==> config.mk <==
export PLATFORM = sky130hd
export DESIGN_NAME = ifetch_unit
export DESIGN_NICKNAME = d
export VERILOG_FILES = /design/src/rtl/riscv_pkg.sv /design/src/rtl/ifetch_unit.sv
export SDC_FILE = /design/constraint.sdc
export NUM_CORES = 1
export LEC_CHECK = 0
export ABC_AREA = 0
export CAP_MARGIN = 20
export CORE_MARGIN = 4
export CORE_UTILIZATION = 37
export CTS_CLUSTER_SIZE = 12
export DETAILED_ROUTE_END_ITERATION = 12
export GPL_ROUTABILITY_DRIVEN = 1
export GPL_TIMING_DRIVEN = 0
export HOLD_SLACK_MARGIN = 0.08
export PLACE_DENSITY = 0.77
export SYNTH_ARGS = -nofsm -noshare
export SYNTH_HDL_FRONTEND = slang
export SYNTH_SLANG_ARGS = --single-unit
==> constraint.sdc <==
create_clock -name clk -period 1.53 [get_ports clk]
set_input_delay 0.306 -clock clk [delete_from_list [all_inputs] [get_ports clk]]
set_output_delay 0.306 -clock clk [all_outputs]
set_load 0.05 [all_outputs]
==> src/rtl/riscv_pkg.sv <==
// Shared RISC-V core definitions used by the fetch stage.
//
// Contents:
//   XLEN        - architectural register / address width
//   NOP_INSTR   - canonical NOP encoding (addi x0, x0, 0)
//   fs_state_e  - fetch FSM state encoding (FS_REQ, FS_WAIT, FS_VALID)
//   pc_misaligned - true when a fetch address is not word aligned
package riscv_pkg;

  localparam int XLEN = 32;

  localparam logic [31:0] NOP_INSTR = 32'h0000_0013;

  typedef enum logic [1:0] {
    FS_REQ   = 2'd0,
    FS_WAIT  = 2'd1,
    FS_VALID = 2'd2
  } fs_state_e;

  function automatic logic pc_misaligned(input logic [1:0] pc_lsbs);
    return pc_lsbs != 2'b00;
  endfunction

endpackage

==> src/rtl/ifetch_unit.sv <==
// ifetch_unit - instruction-fetch responder placed after the PC register.
//
// Runs one request/response transaction on the instruction-memory port for
// the current PC, registers the returned word and offers it to decode under
// a valid/ready handshake. The PC is held (fetch_stall) until decode accepts;
// a flush discards in-flight or held words. Only one transaction is ever
// outstanding, so there is no prefetch and no response reordering.
//
// Ports:
//   clk, reset          - clock, synchronous active-high reset
//   pc_in               - current fetch address from the PC register
//   flush               - redirect; pc_in carries the target from next cycle
//   imem_req/imem_addr  - memory request and address (address = pc_in)
//   imem_gnt            - memory accepted the request this cycle
//   imem_rvalid/rdata   - read response
//   instr_valid/instr_out/instr_pc - fetched instruction towards decode
//   de_ready            - decode accepts the instruction this cycle
//   fetch_stall         - high = hold the PC
//   misalign_err        - only with IFETCH_MISALIGN_CHECK_EN: the held word
//                         is a NOP standing in for a misaligned fetch
//
// Build option:
//   IFETCH_MISALIGN_CHECK_EN - when defined, a misaligned pc_in is not sent to
//   memory; a NOP tagged with misalign_err is presented instead.
module ifetch_unit #(
  parameter int ADDR_W = riscv_pkg::XLEN,
  parameter int DATA_W = 32,
  parameter logic [DATA_W-1:0] NOP_INSTR = riscv_pkg::NOP_INSTR
) (
  input  logic              clk,
  input  logic              reset,
  input  logic [ADDR_W-1:0] pc_in,
  input  logic              flush,
  output logic              imem_req,
  output logic [ADDR_W-1:0] imem_addr,
  input  logic              imem_gnt,
  input  logic              imem_rvalid,
  input  logic [DATA_W-1:0] imem_rdata,
  output logic              instr_valid,
  output logic [DATA_W-1:0] instr_out,
  output logic [ADDR_W-1:0] instr_pc,
  input  logic              de_ready,
  output logic              fetch_stall
`ifdef IFETCH_MISALIGN_CHECK_EN
  ,
  output logic              misalign_err
`endif
);

  import riscv_pkg::*;

  fs_state_e         state_p0, state_p1;
  logic              drop_p0, drop_p1;
  logic              vld_p0, vld_p1;
  logic [DATA_W-1:0] instr_p0, instr_p1;
  logic [ADDR_W-1:0] pc_p0, pc_p1;
  logic              misalign_now;
`ifdef IFETCH_MISALIGN_CHECK_EN
  logic              merr_p0, merr_p1;
  assign misalign_now = pc_misaligned(pc_in[1:0]);
`else
  assign misalign_now = 1'b0;
`endif

  assign imem_req    = (state_p1 == FS_REQ) && !misalign_now;
  assign imem_addr   = pc_in;
  assign instr_valid = vld_p1;
  assign instr_out   = instr_p1;
  assign instr_pc    = pc_p1;
`ifdef IFETCH_MISALIGN_CHECK_EN
  assign misalign_err = merr_p1;
`endif

  // The PC advances only on the accepting edge, and always loads on a flush.
  assign fetch_stall = !(vld_p1 && de_ready && !flush) && !flush;

  always_comb begin
    state_p0 = state_p1;
    drop_p0  = drop_p1;
    vld_p0   = vld_p1;
    instr_p0 = instr_p1;
    pc_p0    = pc_p1;
`ifdef IFETCH_MISALIGN_CHECK_EN
    merr_p0  = merr_p1;
`endif
    unique case (state_p1)
      FS_REQ: begin
`ifdef IFETCH_MISALIGN_CHECK_EN
        // A flush in this cycle means pc_in is stale; wait for the target.
        if (misalign_now) begin
          if (!flush) begin
            state_p0 = FS_VALID;
            vld_p0   = 1'b1;
            instr_p0 = NOP_INSTR;
            pc_p0    = pc_in;
            merr_p0  = 1'b1;
          end
        end else
`endif
        if (imem_gnt) begin
          pc_p0    = pc_in;
          state_p0 = FS_WAIT;
          // Granted with a stale address: let the response land, then drop it.
          drop_p0  = flush;
        end
      end
      FS_WAIT: begin
        if (imem_rvalid) begin
          if (drop_p1 || flush) begin
            drop_p0  = 1'b0;
            state_p0 = FS_REQ;
          end else begin
            instr_p0 = imem_rdata;
            vld_p0   = 1'b1;
            state_p0 = FS_VALID;
          end
        end else if (flush) begin
          drop_p0 = 1'b1;
        end
      end
      FS_VALID: begin
        // Flush takes priority over a simultaneous accept.
        if (flush || de_ready) begin
          vld_p0   = 1'b0;
          state_p0 = FS_REQ;
`ifdef IFETCH_MISALIGN_CHECK_EN
          merr_p0  = 1'b0;
`endif
        end
      end
      default: state_p0 = FS_REQ;
    endcase
    if (flush) begin
      instr_p0 = NOP_INSTR;
    end
  end

  // Output / FSM register stage
  always_ff @(posedge clk) begin
    if (reset) begin
      state_p1 <= FS_REQ;
      drop_p1  <= 1'b0;
      vld_p1   <= 1'b0;
      instr_p1 <= NOP_INSTR;
      pc_p1    <= '0;
`ifdef IFETCH_MISALIGN_CHECK_EN
      merr_p1  <= 1'b0;
`endif
    end else begin
      state_p1 <= state_p0;
      drop_p1  <= drop_p0;
      vld_p1   <= vld_p0;
      instr_p1 <= instr_p0;
      pc_p1    <= pc_p0;
`ifdef IFETCH_MISALIGN_CHECK_EN
      merr_p1  <= merr_p0;
`endif
    end
  end

endmodule

Word level (Yosys, flattened, before mapping):

Cells that the tools add are included.
Widths: inputs -> output; s select.

* eq/ne operators: 8
* muxes and demuxes: 14
* bitwise operators: 1
* reduce and logical (&&, ||, !) cells: 16

Operators by type and width (number)
* $mux 2: 4
* $reduce_and 4->1: 2
* $mux 1: 7
* $ne 2x2->1 const B: 3
* $ne 3x3->1 const B: 2
* $pmux 2 s3: 1
* $reduce_and 3->1: 2
* $pmux 1 s2: 2
* $reduce_bool 2->1: 2
* $logic_and 1x1->1: 3
* $eq 2x1->1 const B: 1
* $eq 2x2->1 const B: 1
* $logic_not 1->1: 2
* $logic_not 2->1: 1
* $logic_or 1x1->1: 2
* $ne 2x1->1 const B: 1
* $reduce_and 2->1: 1
* $reduce_or 2->1: 1
* $not 1->1: 1

* register bits: 68
* input bits: 70
* output and inout bits: 99
* logic and storage cells: 44

Logic depth before layout (Yosys ltp):

* depth in word-level cells: 4
* depth in mapped cells: 6
* mapped depth without buffers: 3

Worst setup path after synthesis:

Ideal clock, no wire load.

* kind: reg-to-output
* start: reg vld_p1 (netlist: instr_valid)
* end: out fetch_stall
* arrival: 1.309 ns
* data required time: 1.224 ns
* path slack: -0.085 ns
* cell stages (with the launch flop): 2
* buffers on the path: 0
* cell sequence: dfxtp_1 > a21oi_1

* word-level cells in the longest chain between the ends: 4

RTL lines
* start, declared: RTL line ifetch_unit.sv:54 `logic vld_p0, vld_p1;`
* start signal, assigned: RTL line ifetch_unit.sv:152 `vld_p1 <= vld_p0;`
* $logic_and 1x1->1 (2 in series): RTL line ifetch_unit.sv:75 `assign fetch_stall = !(vld_p1 && de_ready && !flush) && !flush;`
* $logic_not 1->1: RTL line ifetch_unit.sv:75
* $logic_and 1x1->1: RTL line ifetch_unit.sv:75
* end, declared: RTL line ifetch_unit.sv:43 `output logic fetch_stall`

Every way passes these cells.

Worst setup path in the final report:

* start: reg instr_p1[21] (netlist: instr_out[21])
* end: out instr_out[21]

RTL lines
* start, declared: RTL line ifetch_unit.sv:55 `logic [DATA_W-1:0] instr_p0, instr_p1;`
* start signal, assigned: RTL line ifetch_unit.sv:153 `instr_p1 <= instr_p0;`
* end, declared: RTL line ifetch_unit.sv:40 `output logic [DATA_W-1:0] instr_out,`

No word-level cell between the ends.

==> flow_metrics.env <==
export IMPL_status="completed"
export IMPL_syn_cell_area_mm2=0.002806
export IMPL_grt_max_degree=13
export IMPL_grt_pass1_vias=2795
export IMPL_synth_fp_nets=415
export IMPL_synth_top_family_by_area="simple AND/OR/NAND/NOR gates"
export IMPL_peakVddDrop_v=0.0004912
export IMPL_clock_sinks=68
export IMPL_synth_fa_ha_area_frac=0
export IMPL_crit_slowest_cell="dlygate4sd2_1"
export IMPL_first_pass_iters=4
export IMPL_cts_hold_buf=0
export IMPL_crit_cells=1
export IMPL_drcViolationCount=0
export IMPL_ys_types=24
export IMPL_nNetsFinal=593
export IMPL_cp_endpoint="instr_out[21]"
export IMPL_wl_mm=8.507
export IMPL_synth_simple_area_share=0.1815
export IMPL_clk_pin_slew_ps=80
export IMPL_yosysSeqAreaShare=0.4851
export IMPL_synth_xor_area_frac=0
export IMPL_vias_per_cell=4.781
export IMPL_fin_area_mm2=0.004621
export IMPL_start_util=0.3828
export IMPL_die_area_mm2=0.009042
export IMPL_synthTopCellsByArea="dfxtp_1 49%, a21oi_1 11%, buf_4 8.8%"
export IMPL_r2r_end="instr_pc[7]"
export IMPL_regToRegSetupSlack_ps=90
export IMPL_yosysWarnings=0
export IMPL_total_power_w=0.004846
export IMPL_ys_ff_latch=68
export IMPL_mostFrequentLayoutCells="68 x dfxtp_1, 68 x clkdlybuf4s50_1, 64 x nand2_1, 63 x a21oi_1, 40 x buf_2"
export IMPL_crit_arrival_ps=1190
export IMPL_min_period_ps=1496
export IMPL_setup_viol=0
export IMPL_crit_start="instr_out[21]"
export IMPL_final_antenna_net_count=0
export IMPL_vias=2998
export IMPL_cp_slowest_stage_delay_ps=530
export IMPL_gp_congestion=0.7529
export IMPL_setup_tns_ps=0
export IMPL_reg2reg_from="state_p1[0]"
export IMPL_cts_root_buffer="clkbuf_8"
export IMPL_hold_path_class="in -> reg"
export IMPL_path_delay_family="buffers and inverters"
export IMPL_synthCells=345
export IMPL_grt_pass1_wl_mm=13.04
export IMPL_core_area_mm2=0.007331
export IMPL_rsz0062_at_grt="true"
export IMPL_post_synth_top_area_cell="dfxtp_1"
export IMPL_grt_usage=0.1842
export IMPL_fin_crit_sh=0.9781
export IMPL_max_slew_worst_pin_slew_ps=516.9
export IMPL_end_kind="output port"
export IMPL_cts_tree="done"
export IMPL_drive_gt1_frac=0.2462
export IMPL_yosysTopAreaCellShare=0.4851
export IMPL_cts_max_level=3
export IMPL_diodes=0
export IMPL_leakagePower_nw=1.882
export IMPL_post_dp_cell_area_mm2=0.004606
export IMPL_clk_latency_ps=330
export IMPL_path_cells="dlygate4sd2_1"
export IMPL_dp_hpwl_mm=6.706
export IMPL_final_hold_violation_count=0
export IMPL_final_setup_skew_ps=8.544
export IMPL_die_x_um=95.09
export IMPL_postCtsSetupBuffers=0
export IMPL_pin_count=169
export IMPL_antenna_found_initial=0
export IMPL_cts_made_buffers=9
export IMPL_portBuffers=167
export IMPL_std_cell_rows=31
export IMPL_synthMuxAreaShare=0.003567
export IMPL_die_y_um=95.09
export IMPL_drt_iter0_drc=137
export IMPL_synth_compound_area_frac=0.1801
export IMPL_synth_area_per_cell_um2=8.135
export IMPL_slew_headroom=0.6567
export IMPL_startpoint_type="register"
export IMPL_required_ps=1220
export IMPL_wl_per_cell_um=13.57
export IMPL_slew_violations=0
export IMPL_clockBufferDepth=2
export IMPL_min_from="flush"
export IMPL_powerDensity_mw_per_mm2=1049
export IMPL_maxCapViolCount=0
export IMPL_overflow=0
export IMPL_crit_buf_inv=1
export IMPL_fillerInstances=673
export IMPL_crit_type="reg -> out"
export IMPL_fmax_mhz=668.3
export IMPL_crit_fanout=2
export IMPL_ff2ff_path_depth=6
export IMPL_areaGrowthSynthToFinish_pct=64.65
-- worst min-delay path by stage --
stage	end	depth (start not counted)
final	instr_out[4]	3
after global routing	drop_p1	3
after CTS	instr_out[4]	3
after detailed placement	instr_pc[17]	2
after global placement	instr_pc[22]	2
after floorplan	instr_pc[10]	2
-- logic make-up (layout without fill, tap and decap cells) --
kind of cell | after synthesis | count (layout)
AOI/OAI and AO/OA | 99 | 99
buffers and inverters | 64 | 247
DFF | 68 | 68
muxes | 1 | 1
and+or+nand+nor | 113 | 113
-- registers in the layout (all words and copies together) (netlist names) --
signal / cells
state_p1: 2
drop_p1: 1
instr_valid: 1
instr_out: 32
instr_pc: 32
-- layer usage --
layer  track usage  part of all wire  vias to the layer above
li1              -                 -                     1491
met1        0.2121              0.40                     1374
met2        0.3137              0.49                      118
met3       0.06551             0.090                       15
met4       0.06731             0.024                        0
met5             0                 0                        -
-- final cells by class --
type / instances / area [um2] / share of cell area
buffer: 61 / 417.9 / 0.09044
clock buffer: 10 / 127.6 / 0.02762
clock inverter: 6 / 136.4 / 0.02952
inverter: 3 / 11.26 / 0.002437
multi-input combinational: 213 / 1051 / 0.2275
sequential: 68 / 1361 / 0.2946
tap: 99 / 123.9 / 0.02681
timing repair buffer: 167 / 1391 / 0.3011
-- cells in the mapped netlist (all sizes together) --
library cell / instances
a21oi: 64
a221oi: 1
a22o: 1
and4bb: 1
buf: 48
clkbuf: 13
clkinv: 1
dfxtp: 68
inv: 2
mux2i: 1
nand2: 64
nand3: 35
nand4bb: 1
nor2: 5
nor3: 3
nor3b: 1
nor4b: 1
o211ai: 1
o21ai: 32
or2: 1
or3b: 1
-- stage by stage --
| step | utilization | instances | hold WS, ps | worst slack (ps) |
|---|---|---|---|---|
| after global placement | 0.6283 | 611 | 440.5 | -523.9 |
| after detailed placement | 0.6283 | 611 | 448.3 | -524.4 |
| after global routing | 0.6303 | 627 | 388.0 | -35.55 |
| after CTS | 0.6322 | 627 | 344.2 | 1.121 |
| after floorplan | - | 345 | 442.0 | 119.7 |
| final | 0.6303 | 627 | 360.4 | 33.57 |
-- where the power goes --
group | internal, W | switching, W
Clock | 0.00125 | 0.000675
Sequential | 0.00183 | 0.0000350
Combinational | 0.000389 | 0.000661
-- repair_timing --
action,4_1_cts,5_1_grt
resized for setup,248,89
endpoints found under the hold margin,0,0
endpoints found under the setup margin,99,110
Note: power is estimated with default switching activity, not from simulation.
